## config.mk

```make
export PLATFORM = sky130hd
export DESIGN_NAME = z80_bus_arbiter
export DESIGN_NICKNAME = d
export VERILOG_FILES = /design/src/rtl/z80_arb_pkg.sv /design/src/rtl/z80_arb_timer.sv /design/src/rtl/z80_bus_arbiter.sv
export SDC_FILE = /design/constraint.sdc
export NUM_CORES = 1
export LEC_CHECK = 0
export CORE_MARGIN = 1.5
export CORE_UTILIZATION = 45
export DETAILED_ROUTE_END_ITERATION = 8
export DONT_BUFFER_PORTS = 1
export SETUP_SLACK_MARGIN = 0.15
export SYNTH_ARGS = -nofsm -noshare
export SYNTH_HDL_FRONTEND = slang
export SYNTH_SLANG_ARGS = --single-unit
export TNS_END_PERCENT = 50
```

## constraint.sdc

```tcl
create_clock -name wb_clk_i -period 2.7 [get_ports wb_clk_i]
set_input_delay 0.135 -clock wb_clk_i [delete_from_list [all_inputs] [get_ports wb_clk_i]]
set_output_delay 0.135 -clock wb_clk_i [all_outputs]
set_load 0.1 [all_outputs]
```

## src/rtl/z80_arb_pkg.sv

```systemverilog
// Shared state encoding and counter widths for the Z80 bus arbiter.
package z80_arb_pkg;

  typedef logic [2:0] arb_state_t;

  localparam arb_state_t StIdle    = 3'd0;
  localparam arb_state_t StReq     = 3'd1;
  localparam arb_state_t StSetup   = 3'd2;
  localparam arb_state_t StStrobe  = 3'd3;
  localparam arb_state_t StHold    = 3'd4;
  localparam arb_state_t StGap     = 3'd5;
  localparam arb_state_t StRelease = 3'd6;

  localparam int unsigned WaitCntW = 4;
  localparam int unsigned ToCntW   = 8;

endpackage

```

## src/rtl/z80_arb_timer.sv

```systemverilog
// Loadable down-counter shared by the strobe wait count and the BUSAK timeout.
module z80_arb_timer #(
  parameter int unsigned Width = 4
) (
  input  logic             clk,
  input  logic             rst,
  input  logic             load,
  input  logic [Width-1:0] load_val,
  input  logic             dec,
  output logic             zero
);

  logic [Width-1:0] count_q;

  always_ff @(posedge clk or posedge rst) begin
    if (rst) begin
      count_q <= '0;
    end else if (load) begin
      count_q <= load_val;
    end else if (dec && (count_q != '0)) begin
      count_q <= count_q - 1'b1;
    end
  end

  assign zero = (count_q == '0);

endmodule

```

## src/rtl/z80_bus_arbiter.sv

```systemverilog
// Borrows the Z80 bus through BUSRQ/BUSAK to run single or burst DMA accesses.
// Define Z80_ARB_TIMEOUT_EN to abandon a request the Z80 never acknowledges.
module z80_bus_arbiter
  import z80_arb_pkg::*;
#(
  parameter int unsigned WAIT_STATES    = 1,
  parameter int unsigned TIMEOUT_CYCLES = 255
) (
  input  logic        wb_clk_i,
  input  logic        wb_rst_i,
  output logic        cpu_busrq_n,
  input  logic        cpu_busak_n,
  input  logic [15:0] cpu_addr,
  input  logic [7:0]  cpu_dout,
  input  logic        cpu_mreq_n,
  input  logic        cpu_rd_n,
  input  logic        cpu_wr_n,
  input  logic        dma_req,
  input  logic        dma_we,
  input  logic [15:0] dma_addr,
  input  logic [7:0]  dma_wdata,
  output logic        dma_ack,
  output logic [7:0]  dma_rdata,
  output logic        dma_err,
  output logic        dma_grant,
  output logic [15:0] mem_addr,
  output logic [7:0]  mem_wdata,
  output logic        mem_mreq_n,
  output logic        mem_rd_n,
  output logic        mem_wr_n,
  input  logic [7:0]  mem_rdata
);

`ifdef Z80_ARB_TIMEOUT_EN
  localparam int unsigned TimerW = ToCntW;
`else
  localparam int unsigned TimerW = WaitCntW;
`endif

  arb_state_t        state_q, state_d;
  logic [7:0]        rdata_q;
  logic              capture;
  logic              tmr_load;
  logic              tmr_dec;
  logic              tmr_zero;
  logic [TimerW-1:0] tmr_val;
`ifdef Z80_ARB_TIMEOUT_EN
  logic              timeout;
`endif

  z80_arb_timer #(
    .Width (TimerW)
  ) u_timer (
    .clk      (wb_clk_i),
    .rst      (wb_rst_i),
    .load     (tmr_load),
    .load_val (tmr_val),
    .dec      (tmr_dec),
    .zero     (tmr_zero)
  );

  always_comb begin
    state_d  = state_q;
    capture  = 1'b0;
    tmr_load = 1'b0;
    tmr_dec  = 1'b0;
    tmr_val  = '0;
`ifdef Z80_ARB_TIMEOUT_EN
    timeout  = 1'b0;
`endif
    case (state_q)
      StIdle: begin
        if (dma_req) begin
          state_d = StReq;
`ifdef Z80_ARB_TIMEOUT_EN
          tmr_load = 1'b1;
          tmr_val  = TimerW'(TIMEOUT_CYCLES - 1);
`endif
        end
      end
      StReq: begin
        // Acknowledge wins over a same-cycle abort or timeout.
        if (!cpu_busak_n) begin
          state_d = StSetup;
        end else if (!dma_req) begin
          state_d = StRelease;
`ifdef Z80_ARB_TIMEOUT_EN
        end else if (tmr_zero) begin
          state_d = StRelease;
          timeout = 1'b1;
        end else begin
          tmr_dec = 1'b1;
`endif
        end
      end
      StSetup: begin
        state_d  = StStrobe;
        tmr_load = 1'b1;
        tmr_val  = TimerW'(WAIT_STATES);
      end
      StStrobe: begin
        if (tmr_zero) begin
          state_d = StHold;
          capture = !dma_we;
        end else begin
          tmr_dec = 1'b1;
        end
      end
      StHold:    state_d = StGap;
      StGap:     state_d = dma_req ? StSetup : StRelease;
      StRelease: begin
        if (cpu_busak_n) begin
          state_d = StIdle;
        end
      end
      default:   state_d = StIdle;
    endcase
  end

  always_ff @(posedge wb_clk_i or posedge wb_rst_i) begin
    if (wb_rst_i) begin
      state_q <= StIdle;
      rdata_q <= '0;
    end else begin
      state_q <= state_d;
      if (capture) begin
        rdata_q <= mem_rdata;
      end
    end
  end

  // Memory side follows the Z80 unless the arbiter owns or is still handing back the bus.
  always_comb begin
    mem_addr   = cpu_addr;
    mem_wdata  = cpu_dout;
    mem_mreq_n = cpu_mreq_n;
    mem_rd_n   = cpu_rd_n;
    mem_wr_n   = cpu_wr_n;
    case (state_q)
      StSetup: begin
        mem_addr   = dma_addr;
        mem_wdata  = dma_wdata;
        mem_mreq_n = 1'b0;
        mem_rd_n   = 1'b1;
        mem_wr_n   = 1'b1;
      end
      StStrobe: begin
        mem_addr   = dma_addr;
        mem_wdata  = dma_wdata;
        mem_mreq_n = 1'b0;
        mem_rd_n   = dma_we;
        mem_wr_n   = !dma_we;
      end
      StHold, StGap: begin
        mem_addr   = dma_addr;
        mem_wdata  = dma_wdata;
        mem_mreq_n = 1'b1;
        mem_rd_n   = 1'b1;
        mem_wr_n   = 1'b1;
      end
      StRelease: begin
        if (!cpu_busak_n) begin
          mem_mreq_n = 1'b1;
          mem_rd_n   = 1'b1;
          mem_wr_n   = 1'b1;
        end
      end
      default: ;
    endcase
  end

  assign cpu_busrq_n = (state_q == StIdle) || (state_q == StRelease);
  assign dma_grant   = (state_q == StSetup) || (state_q == StStrobe) ||
                       (state_q == StHold)  || (state_q == StGap);
  assign dma_ack     = (state_q == StHold);
  assign dma_rdata   = rdata_q;

`ifdef Z80_ARB_TIMEOUT_EN
  assign dma_err = timeout;
`else
  logic unused_timeout_cfg;
  assign unused_timeout_cfg = ^TIMEOUT_CYCLES;
  assign dma_err = 1'b0;
`endif

endmodule
```

==> results.md, run 1 <==
- Synth Net Count: ~190
- Final wirelength: 3100 µm
- Commonest non-fill, non-tap cells in the layout: mux2_2, buf_4, dfrtp_1
- Mapped Cells: roughly 120
- Relative slew slack: 38.6%
- Crit. End Element: primary output
- Share of the synthesized area in the top cell type: 31.4%
- Setup violators final: 0
- CTS clk-pin slew, worst paths: roughly 0.090 ns
- CTS Root Cell: clkbuf_4
- Diode count: 0
- DR vias/cell: around 5.6
- Commonest non-fill, non-tap cell in the layout: mux2_2
- Initial DRC count: 21
- First-pass GRT wire length: 4270 µm
- # port buffers: 0
- DR WL/cell: approximately 17 µm
- Vias in the first global route: 985
- RePlAce Congestion: between 0.9 and 1
- Largest cells by area after synthesis: dfrtp_1, mux2_2, ha_1, inv_1, nor2_1
- I/O pins: just over 100
- Largest net degree at the start of global routing: 26
- Starting density of the core: 47.7%
- Htree depth: 1
- Critical path launch point type: flip-flop
- Yosys cell types: 36
- Fin nets: about 220
- Gr usage total: between 20% and 30%
- Final Hold Viols: 0
- Die width: between 50 and 60 µm
- Worst Hold Class: primary input to flip-flop
- Bufs on Longest Clock Path: 2
- Detailed-route via count: 1,031
- Avg Cell Area, Syn: 10.0 µm²
- Detail Placement HPWL: roughly 2500 µm
- Postcts setup bufs: 0
- # clock sinks: 15
- CORE AREA: between 2000 and 2500 µm²
- Clk_skew: roughly 0.0013 ns
- Critical path class: flip-flop to primary output
- Post-DP Area: around 1400 µm²
- Total grt overflow: 0
- Number of synthesized register bits: 15
- Minimum clock period: 2.30 ns
- Synth Cell Area: 1190 µm²
- Max cap viols: 0
- Fin area: around 1600 µm²
- Synthesis Warnings: 0
- Die area: slightly below 3000 µm²
- Max Clock Freq: around 430 MHz
- Maximum fanout along the worst path: 25
- RSZ-0062 raised after global routing: false
- Synth area leader: dfrtp_1
- DR DRC count: 0
- P&R area growth vs syn: 30.4%
- Worst Tran Pin Value: 0.921 ns
- Share of cells above drive strength 1: between 40% and 50%
- Chip height: ~55 µm
- Clk_lat worst skew: ~0.28 ns
- Fin crit share: 85.2%
- Register area share after synthesis: around a third
- Status: completed
- CP Data Arrival Time: approximately 2.2 ns
- Initial DRT Pass Iterations: 4
- Cell Rows: 18
- Worst path required time: 2.57 ns
- Detail Route Antenna Nets: 0
- Hold slack final: 0.0352 ns
- CTS Buf Count: 3
- Setup TNS Final: 0 ns
- TritonCTS clock tree: yes
- Slew Limit Fails: 0
- Initial antenna violation count: 0
-- critical path, cell delays in order, from the launching register on --
cell and delay [ns]:
dfrtp_2 0.51, inv_1 0.15, ha_1 0.30, buf_4 0.28, mux2_2 0.39, buf_4 0.24
-- through the flow --
step / worst slack, ns / cells / util (%)
final: 0.399 / 184 / 62.3
after detailed placement: 0.573 / 171 / 57.5
after floorplan: 0.102 / 119 / -
after CTS: 0.255 / 182 / 61.4
after global routing: 0.282 / 184 / 62.3
after global placement: 0.684 / 171 / 57.5
-- synthesized netlist by cell type, drive strengths merged --
| cell | count |
|---|---|
| a21o | 1 |
| a21oi | 5 |
| a311oi | 1 |
| a31oi | 1 |
| a32o | 1 |
| and2 | 1 |
| and3 | 1 |
| buf | 4 |
| clkbuf | 5 |
| conb | 1 |
| dfrtp | 15 |
| ha | 5 |
| inv | 9 |
| mux2 | 33 |
| mux2i | 1 |
| nand2 | 4 |
| nand2b | 1 |
| nand3 | 2 |
| nand3b | 1 |
| nand4 | 3 |
| nor2 | 7 |
| nor2b | 1 |
| nor3 | 5 |
| nor3b | 1 |
| o21ai | 1 |
| o22ai | 1 |
| o31ai | 2 |
| o32ai | 1 |
| o41ai | 1 |
| or3 | 1 |
| or3b | 1 |
| xor2 | 2 |
-- layer usage --
| layer | wire, µm | up-vias | track usage [%] | share of wire, % |
|---|---|---|---|---|
| li1 | - | 489 | - | - |
| met1 | 1220 | 494 | 24.4 | 39 |
| met2 | 1640 | 46 | 33.9 | 53 |
| met3 | 218 | 2 | 5.46 | 7.0 |
| met4 | 21 | 0 | 6.67 | 0.68 |
| met5 | 0 | - | 0 | 0 |
-- worst paths after layout --
check	from	endpoint	slack, ns	depth (start not counted)
setup / recovery	state_q[1]	mem_wdata[6]	0.40	5
hold / removal	cpu_busak_n	state_q[0]	0.04	2
setup reg to reg	u_timer.count_q[0]	state_q[1]	0.77	6
hold reg to reg	u_timer.count_q[0]	u_timer.count_q[0]	0.51	1
max in group asynchronous	wb_rst_i	state_q[1]	1.96	2
min in group asynchronous	wb_rst_i	dma_rdata[2]	0.34	2
-- flip-flops by register name, indices dropped and copies added (netlist names) --
signal,count
dma_rdata,8
u_timer.count_q,4
state_q,3
-- what timing repair did --
action	CTS	global route
hold buffers	7	2
endpoints found under the hold margin	21	2
endpoints found under the setup margin	0	24
resized for setup	0	1
-- layout make-up --
class / count / area, µm²
clock buffers: 3 / 22.5
clock inverters: 1 / 5.00
fillers: 214 / 943
inverters: 9 / 33.8
multi-input cells: 86 / 758
flip-flops and latches: 15 / 377
well taps: 30 / 37.5
repair buffers: 40 / 323
-- cells by family after synthesis --
kind of cell    share of synthesized area [%]
flops                                    31.4
buf+inv                                  6.81
simple gates                             13.7
compound gates                           9.01
xor+xnor                                 1.47
other cells                             0.314
mux                                      32.0
fa+ha+maj                                5.24
Power of run 1 is not shown: default switching activity piles up to over one toggle a cycle in this logic, so the estimate is an artifact.
==> inputs of run 2 (changes only) <==
--- a/config.mk
+++ b/config.mk
@@ -12,5 +12,6 @@
 export SETUP_SLACK_MARGIN = 0.15
 export SYNTH_ARGS = -nofsm -noshare
 export SYNTH_HDL_FRONTEND = slang
+export SYNTH_HIERARCHICAL = 1
 export SYNTH_SLANG_ARGS = --single-unit
 export TNS_END_PERCENT = 50
==> run 2 against run 1 <==
Synthesized cell count rose by 42%; wire length rose by 23%; critical path type is now flip-flop to flip-flop; largest cell class unchanged; die area rose by 0.61%; register-to-register slack got worse by 0.52 ns; non-clock buffer count rose by 3; count of clock-buffer cells in the layout did not move; final area rose by 22%; clock skew rose by 0.0062 ns.
==> results.md, run 2 <==
- Status: completed
- Chip height: about 55 µm
- TritonCTS clock tree: yes
- FF+latch area: about 380 µm²
- Worst Setup SP: u_timer/count_q[0]
- Final wirelength: between 3000 and 4000 µm
- Die width: about 55 µm
- Maximum fanout along the worst path: 7
- Worst path cell trace: inv_1, ha_1, or3b_4, inv_1, nor3_1, nor4b_2, nor3b_1, a221o_1
- Setup TNS Final: 0 ns
- Synthesis Warnings: 6
- CTS Buf Count: 3
- Worst Reg-to-Reg Cells: 8
- Met3 wire length: between 300 and 400 µm
- DR vias/cell: approximately 5.5
- RePlAce Congestion: roughly 0.7
- Bufs on Longest Clock Path: 2
- Clk_lat worst skew: between 0.2 and 0.3 ns
- Initial antenna violation count: 0
- Gr usage total: 24.8%
- Setup violators final: 0
- Most common cell in the netlist: nand2_1
- Post-synthesis async set-or-reset flop share: 100%
- Relative slew slack: 38.7%
- Vias in the first global route: around 1,200
- Cell depth of the worst setup path: 8
- Share of the synthesized area in the top cell type: between 30% and 40%
- Share of cells above drive strength 1: around 29%
- # clock sinks: 15
- I/O pins: between 100 and 150
- Largest net degree at the start of global routing: 23
- Commonest non-fill, non-tap cell in the layout: nand2_1
- Slowest CP cell: nor3_1
- Diode count: 0
- Yosys cell types: 36
- Worst Hold Class: primary input to flip-flop
- P&R area growth vs syn: 58.4%
- Max cap viols: 0
- Max Clock Freq: ~410 MHz
- Final Hold Viols: 0
- CTS Root Cell: clkbuf_4
- Top layer reached by signal wires: met4
- Most used flip-flop cell after synthesis: dfrtp_1
- Largest cells by area after synthesis: dfrtp_1, nand2_1, mux2_2, a21oi_1, nor2_1
- Critical path launch point type: flip-flop
- Cell Rows: 18
- CORE AREA: 2500 µm²
- Number of synthesized register bits: 15
- Initial DRT Pass Iterations: 4
- Critical Path Max Stage Delay: about 0.56 ns
- Worst Tran Pin Value: slightly above 0.9 ns
- Met2 wire len: roughly 2200 µm
- Slew Limit Fails: 0
- Synth Cell Area: 1200 µm²
- DR DRC count: 0
- DR WL/cell: approximately 16 µm
- R2r startpoint: u_timer/count_q[0]
- Max FFs per register: 8
- Mapped Cells: between 150 and 200
- # port buffers: 0
- Htree depth: 1
- Detailed-route via count: approximately 1,300
- Worst setup endpoint: u_timer/count_q[3]
- Starting density of the core: 48.0%
- R2R Path End: u_timer/count_q[3]
- Avg Cell Area, Syn: 7.11 µm²
- Die area: roughly 3000 µm²
- CTS clk-pin slew, worst paths: around 0.10 ns
- Detail Route Antenna Nets: 0
- Critical path class: flip-flop to flip-flop
- Fin crit share: slightly above 90%
- Commonest non-fill, non-tap cells in the layout: nand2_1, buf_12, dfrtp_1
- Routed length on met1: between 1000 and 1500 µm
- Most frequent cell on the critical path: inv_1
- Register area share after synthesis: a little under a third
- Multi-input gate area: just under 800 µm²
- Minimum clock period: 2.45 ns
- CP Data Arrival Time: approximately 2.6 ns
- Synth area leader: dfrtp_1
- Total grt overflow: 0
- Clk_skew: ~0.0075 ns
- Initial DRC count: 23
- RSZ-0062 raised after global routing: true
- Detail Placement HPWL: ~2900 µm
- Worst path required time: 2.87 ns
- Buf/Inv on CP: 2
- CP top delay family: simple AND/OR/NAND/NOR gates
- Fin nets: 276
- EDFF count, synth: 0
- Crit. End Element: flip-flop
- R2R Setup Slk: 0.25 ns
- First-pass GRT wire length: about 5300 µm
- FILL cells: 178
- Post-synth top cells: nand2_1, dfrtp_1, mux2_2
-- run 2: changes by cell type after synthesis, sizes merged, moves of 3 or more --
cell	change
o21ai	+6
mux2	-24
ha	-4
nand4	-3
nand2	+73
-- run 2: kinds of logic (layout without fill, tap and decap cells) --
group / Yosys count / count (layout) / share of synthesized area, %
adder cells (fa/ha/maj): 1 / 1 / 1.04
flip-flops: 15 / 15 / 31.3
XOR/XNOR: 1 / 2 / 2.29
AO/OA/AOI/OAI: 23 / 23 / 11.8
buffers and inverters: 19 / 56 / 7.50
multiplexers: 9 / 9 / 8.44
other: 1 / 4 / 0.312
AND/OR/NAND/NOR: 100 / 100 / 37.4
-- run 2: worst register-to-register path, stage by stage (launching register included) --
cell and delay [ns]:
dfrtp_1 0.37, inv_1 0.08, ha_1 0.24, or3b_4 0.27, inv_1 0.07, nor3_1 0.56, nor4b_2 0.36, nor3b_1 0.08
a221o_1 0.30
-- run 2: worst min path at each step --
stage                            from                 end  slack [ns]  cells past startpoint
after floorplan              wb_rst_i  u_timer/count_q[0]        -0.1                      1
after global placement       wb_rst_i  u_timer/count_q[0]       -0.08                      1
after detailed placement     wb_rst_i  u_timer/count_q[1]       -0.08                      1
after CTS                 cpu_busak_n          state_q[0]        0.09                      2
after global routing      cpu_busak_n          state_q[2]        0.09                      2
final                     cpu_busak_n          state_q[1]        0.09                      3
-- run 2: repair_timing --
action                                  in CTS  in global routing
pin swaps                                    1                  1
endpoints found under the setup margin      21                 22
resized for setup                            0                  1
cloned                                       1                  0
buffers inserted                             0                  4
endpoints found under the hold margin       23                  0
hold buffers                                 9                  0
-- run 2: cell type report --
cell class,instances,share of cell area [%]
Clock inverter,1,0.394
Inverter,9,1.78
Tap cell,30,1.97
Timing Repair Buffer,43,33.9
Sequential cell,15,19.8
Multi-Input combinational cell,139,41.0
Clock buffer,3,1.18
-- run 2: routing by layer --
layer  GRT usage (%)  vias up
met5               0        -
li1                -      631
met3            4.37       10
met2            48.8       74
met1            24.1      594
met4            12.5        0
-- run 2: per-stage QoR --
step	utilization (%)	hold WS, ns	std cells	area [µm²]	setup slack (ns)
floorplan	-	-0.0989	172	1210	0.253
global placement	69.4	-0.0826	222	1740	0.403
detailed placement	69.4	-0.0800	222	1740	0.273
CTS	74.9	0.0868	236	1870	0.179
global route	76.1	0.0890	240	1900	0.138
finish	76.1	0.0917	240	1900	0.251
Power of run 2 is left out for the same reason.
